**config.mk**
```make
export PLATFORM = sky130hd
export DESIGN_NAME = lsu
export DESIGN_NICKNAME = d
export VERILOG_FILES = /design/src/rtl/lsu_pkg.sv /design/src/rtl/lsu_ext.sv /design/src/rtl/lsu.sv
export SDC_FILE = /design/constraint.sdc
export NUM_CORES = 1
export LEC_CHECK = 0
export ABC_AREA = 1
export BUFFER_PORTS_ARGS = -buffer_cell sky130_fd_sc_hd__buf_2
export CAP_MARGIN = 20
export CORE_UTILIZATION = 45
export DETAILED_ROUTE_END_ITERATION = 7
export PLACE_DENSITY_LB_ADDON = 0.08
export SLEW_MARGIN = 20
export SYNTH_ARGS = -nofsm -noshare
export SYNTH_HDL_FRONTEND = slang
export SYNTH_SLANG_ARGS = --single-unit
```
**constraint.sdc**
```tcl
create_clock -name clk -period 1.91 [get_ports clk]
set_clock_uncertainty 0.2 [all_clocks]
set_input_delay 0.0955 -clock clk [delete_from_list [all_inputs] [get_ports clk]]
set_output_delay 0.0955 -clock clk [all_outputs]
set_load 0.02 [all_outputs]
```
**src/rtl/lsu_pkg.sv**
```systemverilog
// Shared encodings for the MEM-stage load/store unit: ops, controller size codes, FSM states.
package lsu_pkg;

  typedef enum logic [2:0] {
    OP_LB  = 3'd0,
    OP_LH  = 3'd1,
    OP_LW  = 3'd2,
    OP_LBU = 3'd3,
    OP_LHU = 3'd4,
    OP_SB  = 3'd5,
    OP_SH  = 3'd6,
    OP_SW  = 3'd7
  } op_e;

  localparam logic [3:0]  SIZE_WORD = 4'd0;
  localparam logic [3:0]  SIZE_HALF = 4'd2;
  localparam logic [3:0]  SIZE_BYTE = 4'd3;
  localparam logic [31:0] ZERO      = 32'd0;

  typedef enum logic [1:0] {
    ST_IDLE = 2'd0,
    ST_BUSY = 2'd1,
    ST_RESP = 2'd2
  } state_e;

  function automatic logic is_store(input op_e op);
    return (op == OP_SB) || (op == OP_SH) || (op == OP_SW);
  endfunction

  // Loads report SIZE_WORD; the controller ignores the size on reads.
  function automatic logic [3:0] size_code(input op_e op);
    logic [3:0] sz;
    case (op)
      OP_SB:   sz = SIZE_BYTE;
      OP_SH:   sz = SIZE_HALF;
      default: sz = SIZE_WORD;
    endcase
    return sz;
  endfunction

endpackage

```
**src/rtl/lsu_ext.sv**
```systemverilog
// Load-data extension: picks the low byte/half/word of the raw little-endian word and extends it.
module lsu_ext
  import lsu_pkg::*;
(
  input  logic [2:0]  op_i,
  input  logic [31:0] raw_i,
  output logic [31:0] ext_o
);

  always_comb begin
    ext_o = raw_i;
    case (op_e'(op_i))
      OP_LB:   ext_o = {{24{raw_i[7]}}, raw_i[7:0]};
      OP_LBU:  ext_o = {24'd0, raw_i[7:0]};
      OP_LH:   ext_o = {{16{raw_i[15]}}, raw_i[15:0]};
      OP_LHU:  ext_o = {16'd0, raw_i[15:0]};
      default: ext_o = raw_i;
    endcase
  end

endmodule

```
**src/rtl/lsu.sv**
```systemverilog
// MEM-stage load/store unit: one transaction per accept on the memory controller data port.
//   state | meaning
//   IDLE  | waiting for valid_i; latches op/address/data/size on accept
//   BUSY  | request to controller held until ram_done_i
//   RESP  | one-cycle done_o pulse with registered rdata_o
module lsu
  import lsu_pkg::*;
(
  input  logic        clk,
  input  logic        rst,
  input  logic        valid_i,
  input  logic [2:0]  op_i,
  input  logic [31:0] addr_i,
  input  logic [31:0] wdata_i,
  output logic        stall_o,
  output logic        done_o,
  output logic [31:0] rdata_o,
  output logic        ram_r_req,
  output logic        ram_w_req,
  output logic [31:0] ram_addr_o,
  output logic [3:0]  ram_size_o,
  output logic [31:0] ram_w_data_o,
  input  logic [31:0] ram_r_data_i,
  input  logic        ram_done_i
);

  state_e      state_q, state_d;
  op_e         op_q, op_d;
  logic [31:0] addr_q, addr_d;
  logic [31:0] wdata_q, wdata_d;
  logic [31:0] rdata_q, rdata_d;
  logic [3:0]  size_q, size_d;
  logic [31:0] ext_data;

  lsu_ext u_ext (
    .op_i  (op_q),
    .raw_i (ram_r_data_i),
    .ext_o (ext_data)
  );

  always_ff @(posedge clk) begin
    if (rst) begin
      state_q <= ST_IDLE;
      op_q    <= OP_LB;
      addr_q  <= ZERO;
      wdata_q <= ZERO;
      rdata_q <= ZERO;
      size_q  <= SIZE_WORD;
    end else begin
      state_q <= state_d;
      op_q    <= op_d;
      addr_q  <= addr_d;
      wdata_q <= wdata_d;
      rdata_q <= rdata_d;
      size_q  <= size_d;
    end
  end

  always_comb begin
    state_d = state_q;
    op_d    = op_q;
    addr_d  = addr_q;
    wdata_d = wdata_q;
    rdata_d = rdata_q;
    size_d  = size_q;
    case (state_q)
      ST_IDLE: begin
        if (valid_i) begin
          op_d    = op_e'(op_i);
          addr_d  = addr_i;
          wdata_d = wdata_i;
          size_d  = size_code(op_e'(op_i));
          state_d = ST_BUSY;
        end
      end
      ST_BUSY: begin
        if (ram_done_i) begin
          rdata_d = is_store(op_q) ? ZERO : ext_data;
          state_d = ST_RESP;
        end
      end
      ST_RESP: state_d = ST_IDLE;
      default: state_d = ST_IDLE;
    endcase
  end

  // Requests drop in the ram_done_i cycle so the controller does not restart at that edge.
  always_comb begin
    stall_o   = (valid_i && (state_q == ST_IDLE)) || (state_q == ST_BUSY);
    ram_w_req = (state_q == ST_BUSY) && is_store(op_q) && !ram_done_i;
    ram_r_req = (state_q == ST_BUSY) && !is_store(op_q) && !ram_done_i;
    done_o    = (state_q == ST_RESP);
  end

  assign rdata_o      = rdata_q;
  assign ram_addr_o   = addr_q;
  assign ram_size_o   = size_q;
  assign ram_w_data_o = wdata_q;

endmodule

```
==> After elaboration in Yosys (flattened, before gate mapping) <==
Cells that the tools add are included.
{ "op_classes": {"mux": 6, "n_eq_ne": 12, "reduce_logical": 15} }
{ "ops": {"columns": ["cell", "count"], "rows": [
  ["one-hot mux 32 bit (4 select lines)", 1],
  ["two-way mux 32 bit", 1],
  ["equality test 3 bit (second input constant)", 6],
  ["one-hot mux 2 bit (2 select lines)", 2],
  ["AND reduction 2 bit", 3],
  ["logical AND 1 bit", 5],
  ["two-way mux 2 bit", 2],
  ["inequality test 2 bit (second input constant)", 2],
  ["equality test 3 x 1 -> 1 bit (second input constant)", 1],
  ["equality test 3 x 2 -> 1 bit (second input constant)", 1],
  ["zero test 3 bit", 1],
  ["logical OR 1 bit", 3],
  ["equality test 2 x 1 -> 1 bit (second input constant)", 1],
  ["equality test 2 bit (second input constant)", 1],
  ["zero test 1 bit", 2],
  ["zero test 2 bit", 1]
]} }
{ "word_totals": {"word_cells": 39, "regBits": 105, "output_inout_bits": 104} }

==> Logic depth before layout (Yosys ltp) <==
Gate-level depths: netlist of the first run.
{ "depth": {"word_depth": 6, "ltp_mapped": 8, "mapped_depth_nobuf": 8} }

==> By module <==
Synthesis of the first run repeated with hierarchy kept, for this count alone.
{ "unflattened": {"cells_unflattened": 539, "area_unflattened_um2": 4046.4} }
{ "by_module_without_submodules": {"columns": ["module", "n_inst", "area_per_inst_um2", "cells_each", "seq_area_each_um2"], "rows": [
  ["lsu", 1, 3691.0, 468, 2062.0],
  ["lsu_ext", 1, 355.3, 71, 0.0]
]} }

==> Worst setup path after synthesis of the first run <==
Ideal clock, no wire load.
{ "synth_timing": {"kind": "register to register", "from": "register op_q[0]", "to": "register rdata_q[21] (netlist: rdata_o[21])", "n_path_buf": 1, "slack_ps": 542, "arrival_time_ps": 1032, "path_stages_with_launch": 7, "required_time_ps": 1574, "cell_sequence": "dfxtp_1 nand2_2 nand2_4 nand3_2 buf_6 nand2_1 a21oi_2"} }
{ "synth_via": {"elab_chain_cells": 4, "elab_cells_between_ends": 11, "classes_between": "6 x eq/ne; 2 x mux; 3 x reduce/logical"} }
{ "synth_rtl": {"columns": ["element", "line_no", "rtl"], "rows": [
  ["start: declaration", "lsu.sv:28", "op_e op_q, op_d;"],
  ["start signal: assignment", "lsu.sv:51", "op_q <= op_d;"],
  ["parallel branches: the longest is 3 deep, another holds one-hot mux 32 bit (4 select lines)", null, null],
  ["two-way mux 32 bit *", "lsu.sv:78", "rdata_d = is_store(op_q) ? ZERO : ext_data;"],
  ["end signal: assignment", "lsu.sv:54", "rdata_q <= rdata_d;"],
  ["end: declaration", "lsu.sv:31", "logic [31:0] rdata_q, rdata_d;"]
]} }
Mark *: on every way between the ends.
A chain may end at the register's enable or synchronous reset.

==> Worst setup path after layout of the first run <==
{ "layout_timing": {"from": "register state_q[0]", "to": "register wdata_q[27] (netlist: ram_w_data_o[27])"} }
{ "layout_via": {"elab_chain_cells": 2} }
{ "layout_rtl": {"columns": ["element", "line_no", "rtl"], "rows": [
  ["start: declaration", "lsu.sv:27", "state_e state_q, state_d;"],
  ["start signal: assignment", "lsu.sv:50", "state_q <= state_d;"],
  ["zero test 2 bit", "lsu.sv:66", "case (state_q)"],
  ["AND reduction 2 bit (no line)", null, null],
  ["end signal: assignment", "lsu.sv:53", "wdata_q <= wdata_d;"],
  ["end: declaration", "lsu.sv:30", "logic [31:0] wdata_q, wdata_d;"]
]} }
No other way between the ends.

==> flow_metrics.env, run 1 <==
export IMPL_status="finished clean"
export IMPL_min_period_ns=1.78
export IMPL_vias=4514
export IMPL_port_buffers=204
export IMPL_critPathKind="reg2reg"
export IMPL_cts_root_buf="clkbuf_8"
export IMPL_synth_distinct_cells=22
export IMPL_cts_sinks=103
export IMPL_cts_tree="done"
export IMPL_place_inst=809
export IMPL_antenna_cells=0
export IMPL_initial_utilization_pct=47.4
export IMPL_grt_pass1_vias=4324
export IMPL_finalHoldViolCount=0
export IMPL_critPathBufInv=3
export IMPL_layout_drive_gt1_share_pct=31.0
export IMPL_drt_first_pass_iters=4
export IMPL_irDropWorstVdd_mv=0.569
export IMPL_die_h_um=95.7
export IMPL_core_area_um2=8340
export IMPL_p_leak_nw=3.04
export IMPL_power_density_nw_per_um2=758
export IMPL_netlist_area_leader_share_pct=52.2
export IMPL_globalRouteOverflowTotal=0
export IMPL_final_antenna_net_count=0
export IMPL_ys_seq_area_share_pct=52.2
export IMPL_wl_per_cell_um=13.7
export IMPL_crit_fanout=18
export IMPL_synthCells=526
export IMPL_cts_buffers=9
export IMPL_area_delta_synth_final_pct=60.8
export IMPL_cp_top_family="buffers and inverters"
export IMPL_ff_latch_area_um2=2060
export IMPL_crit_path_start_kind="register"
export IMPL_dpl_hpwl_um=7230
export IMPL_rows=33
export IMPL_insertion_delay_ns=0.35
export IMPL_routed_wl_um=12800
export IMPL_dieArea_um2=9170
export IMPL_synth_area_um2=3950
export IMPL_finalSetupViolations=0
export IMPL_drv_cap=0
export IMPL_required_ns=2.01
export IMPL_holdCritPathClass="in2reg"
export IMPL_cp_cell_sequence="inv_2 > nand3_4 > buf_12 > nand2_1 > a21oi_1 > dlygate4sd3_1"
export IMPL_ioPinCount=207
export IMPL_grt_pass1_wl_um=19400
export IMPL_gp_congestion=0.765
export IMPL_via_per_inst=4.83
export IMPL_relSlewSlack_pct=63.3
export IMPL_drt_iter0_markers=152
export IMPL_cp_slowest_cell="dlygate4sd3_1"
export IMPL_finish_utilization_pct=76.2
export IMPL_rsz0062_at_grt="no"
export IMPL_endpoint_kind="register"
export IMPL_fillers=623
export IMPL_cts_htree_levels=3
export IMPL_power_total_mw=4.82
export IMPL_yosys_area_top_type="dfxtp_1"
export IMPL_yosys_top_cells_area="dfxtp_1, nand2_1, a21oi_1, nor2_1, a21oi_2"
export IMPL_finalCritPeriodShare_pct=93.3
export IMPL_tightest_slew_ns=0.549
export IMPL_antenna_found_initial=0
export IMPL_final_common_cell="nand2_1"
export IMPL_max_freq_ghz=0.561
export IMPL_avgSynthCellArea_um2=7.52
export IMPL_max_stage_delay_ns=0.56
export IMPL_cts_buffer_depth=2
export IMPL_layout_common_cells="nand2_1, buf_2, dlygate4sd3_1, dfxtp_1, a21oi_1"
export IMPL_finalMaxSlewViolations=0
export IMPL_fin_ws_ns=0.129
export IMPL_die_w_um=95.7
export IMPL_yosys_register_bits=103
export IMPL_place_ws_ns=0.246
export IMPL_ys_warn_count=0
export IMPL_drc=0
export IMPL_grt_max_degree=39
export IMPL_fin_cells=935
export IMPL_clk_pin_slew_worst_paths_ns=0.09
export IMPL_tns_ns=0
export IMPL_nets=928
export IMPL_critPathArrivalTime_ns=1.88
export IMPL_grtUsageTotal_pct=27.3
export IMPL_multi_input_area_um2=1660
final timing paths:
kind                                               startpoint                       endpoint  slack, ns  depth (start not counted)
worst min register to register  ram_w_data_o[22]$_SDFFE_PP0P_  ram_w_data_o[22]$_SDFFE_PP0P_       0.27                          2
worst min-delay path                                  valid_i           op_q[1]$_SDFFE_PP0P_       0.04                          4
worst max register to register        state_q[0]$_SDFFE_PP0P_  ram_w_data_o[27]$_SDFFE_PP0P_       0.13                          6
worst max-delay path                  state_q[0]$_SDFFE_PP0P_  ram_w_data_o[27]$_SDFFE_PP0P_       0.13                          6
layout make-up:
class                           instances  area share, %
Timing Repair Buffer                  321           35.2
Sequential cell                       103           32.4
Multi-Input combinational cell        375           26.1
Clock buffer                           10           2.17
Tap cell                              105           2.07
Clock inverter                          6           1.06
Inverter                               15          0.965
per-stage QoR:
step	area [um^2]	hold WS, ns
2_1_floorplan	3960	0.0382
3_3_place_gp	5000	0.145
3_5_place_dp	5000	0.150
4_1_cts	6270	0.0969
5_1_grt	6360	0.0342
6_report	6360	0.0382
per-layer routing:
layer	GRT usage, %	wire, um
met1	31.0	5010
met2	47.3	6470
met3	6.71	916
met4	14.4	382
met5	0	0
registers in the layout, summed over array words and instances, names as in the netlist:
| register | count |
|---|---|
| ram_addr_o | 32 |
| ram_w_data_o | 32 |
| rdata_o | 32 |
| op_q | 3 |
| ram_size_o | 2 |
| state_q | 2 |
cells in the mapped netlist:
cell / number
buf_4: 8
nor2_4: 2
nor2_1: 41
nand2_4: 3
buf_6: 3
nand2_2: 1
a21oi_2: 10
buf_1: 4
conb_1: 1
clkbuf_1: 9
buf_2: 10
inv_4: 1
a21oi_1: 90
nand2_1: 216
dfxtp_1: 103
inv_2: 6
inv_1: 8
o21ai_0: 1
nand3_1: 3
a211oi_1: 2
nand4_1: 1
nand3_2: 3
where the power goes:
group | internal, mW | switching, mW | total (mW) | leakage (nW)
clock network | 0.650 | 0.773 | 1.42 | 0.0993
registers | 2.27 | 0.0656 | 2.34 | 0.843
logic | 0.462 | 0.601 | 1.06 | 2.09
worst min-delay path: cells and delay by family:
kind / cells / cell delay [ns]
simple gates: 1 / 0.11
buf+inv: 2 / 0.27
compound gates: 1 / 0.07
kinds of logic after synthesis:
family / share of synthesized area [%]
compound gates: 14.1
other cells: 0.0948
flops: 52.2
simple gates: 27.3
buf+inv: 6.36
what timing repair did:
| action | CTS | global route |
|---|---|---|
| hold buffers | 107 | 0 |
| buffers inserted | 0 | 2 |
| hold endpoints to repair | 103 | 0 |
| resized for setup | 0 | 10 |
| setup endpoints to repair | 0 | 6 |
Note: power is estimated with default switching activity, not from simulation.
==> inputs of run 2 (changes only) <==
Settings changed: PLACE_DENSITY_LB_ADDON 0.08 to 0.2.
==> flow_metrics.env, run 2 (synthesis results as in run 1) <==
export IMPL_status="finished clean"
export IMPL_drc=0
export IMPL_grt_pass1_vias=4777
export IMPL_die_h_um=95.7
export IMPL_grt_pass1_wl_um=21200
export IMPL_power_total_mw=4.70
export IMPL_p_leak_nw=3.13
export IMPL_final_antenna_net_count=0
export IMPL_port_buffers=204
export IMPL_globalRouteOverflowTotal=0
export IMPL_insertion_delay_ns=0.34
export IMPL_max_freq_ghz=0.548
export IMPL_rr_worst_depth=7
export IMPL_gp_congestion=0.734
export IMPL_cts_root_buf="clkbuf_8"
export IMPL_cts_htree_levels=3
export IMPL_core_area_um2=8340
export IMPL_cts_buffer_depth=2
export IMPL_layout_common_cells="nand2_1, buf_2, dlygate4sd3_1, dfxtp_1, a21oi_1"
export IMPL_cts_sinks=103
export IMPL_crit_fanout=12
export IMPL_place_ws_ns=0.255
export IMPL_endpoint_kind="register"
export IMPL_area_delta_synth_final_pct=65.1
export IMPL_rows=33
export IMPL_dieArea_um2=9170
export IMPL_power_density_nw_per_um2=719
export IMPL_tightest_slew_ns=0.562
export IMPL_relSlewSlack_pct=62.5
export IMPL_ioPinCount=207
export IMPL_drt_iter0_markers=172
export IMPL_required_ns=1.95
export IMPL_critPathKind="reg2reg"
export IMPL_crit_path_start_kind="register"
export IMPL_nets=943
export IMPL_finalSetupViolations=0
export IMPL_wl_per_cell_um=14.7
export IMPL_whs_path_depth=5
export IMPL_initial_utilization_pct=47.4
export IMPL_layout_drive_gt1_share_pct=30.7
export IMPL_drt_first_pass_iters=4
export IMPL_critPathArrivalTime_ns=1.87
export IMPL_via_per_inst=4.98
export IMPL_cts_tree="done"
export IMPL_tns_ns=0
export IMPL_antenna_found_initial=0
export IMPL_clk_pin_slew_worst_paths_ns=0.10
export IMPL_fin_ws_ns=0.0844
export IMPL_dpl_hpwl_um=7460
export IMPL_drv_cap=0
export IMPL_final_common_cell="nand2_1"
export IMPL_rsz0062_at_grt="no"
export IMPL_grt_max_degree=44
export IMPL_reg2reg_slack_ns=0.08
export IMPL_finalHoldViolCount=0
export IMPL_routed_wl_um=13900
export IMPL_die_w_um=95.7
export IMPL_cts_buffers=9
export IMPL_grtUsageTotal_pct=29.7
export IMPL_min_period_ns=1.83
export IMPL_vias=4725
export IMPL_antenna_cells=0
export IMPL_holdCritPathClass="in2reg"
export IMPL_finalMaxSlewViolations=0
export IMPL_irDropWorstVdd_mv=0.444
export IMPL_finalCritPeriodShare_pct=95.6
[run 2: cell count changes in the layout (fill, tap and decap cells not counted), sizes merged]
cell / before / now
dlygate4sd3: 107 / 120
clkinv: 1 / 2
clkbuf: 11 / 15
bufinv: 1 / 0
inv: 17 / 14
[run 2: path summary, 6_finish.rpt]
path | start | endpoint
hold / removal | valid_i | ram_addr_o[13]$_SDFFE_PP0P_
setup reg to reg | state_q[0]$_SDFFE_PP0P_ | ram_addr_o[14]$_SDFFE_PP0P_
setup / recovery | state_q[0]$_SDFFE_PP0P_ | ram_addr_o[14]$_SDFFE_PP0P_
hold reg to reg | ram_w_data_o[18]$_SDFFE_PP0P_ | ram_w_data_o[18]$_SDFFE_PP0P_
[run 2: cell type report]
| type | count | area [um^2] |
|---|---|---|
| timing repair buffer | 336 | 2440 |
| sequential | 103 | 2060 |
| fill | 587 | 1810 |
| multi-input combinational | 375 | 1660 |
| clock buffer | 12 | 145 |
| tap | 105 | 131 |
| inverter | 15 | 63.8 |
| clock inverter | 3 | 20.0 |
[run 2: worst max-delay path: stages (launching register included)]
cell and delay [ns]:
dfxtp_2 0.35, inv_2 0.04, nand3_4 0.13, clkinv_4 0.11, buf_12 0.16, nand2_1 0.07
a21oi_2 0.06, dlygate4sd3_1 0.59
[run 2: stage by stage]
step           hold WS (ns)  cell area (um^2)  utilization, %  cells
4_1_cts               0.165              6410            76.8    947
6_report              0.153              6530            78.3    949
2_1_floorplan        0.0382              3960               -    527
5_1_grt               0.166              6530            78.3    949
3_3_place_gp          0.144              5010            60.1    809
3_5_place_dp          0.149              5010            60.1    809
[run 2: per-layer routing]
| metal | share of wire [%] | up-vias | track usage, % |
|---|---|---|---|
| met5 | 0 | - | 0 |
| met4 | 4.2 | 0 | 16.5 |
| met3 | 7.0 | 51 | 6.64 |
| met2 | 51 | 233 | 54.4 |
| met1 | 38 | 2161 | 31.4 |
| li1 | - | 2280 | - |
[run 2: report_power, final]
part	switching [mW]	internal, mW	leakage, nW
sequential	0.0691	2.27	0.843
combinational	0.628	0.509	2.21
clock	0.716	0.503	0.0785
[run 2: repair_timing]
item / CTS / global route
hold buffers: 123 / 0
setup buffers: 0 / 2
setup endpoints to repair: 0 / 22
gates resized for setup: 0 / 17
endpoints found under the hold margin: 103 / 0
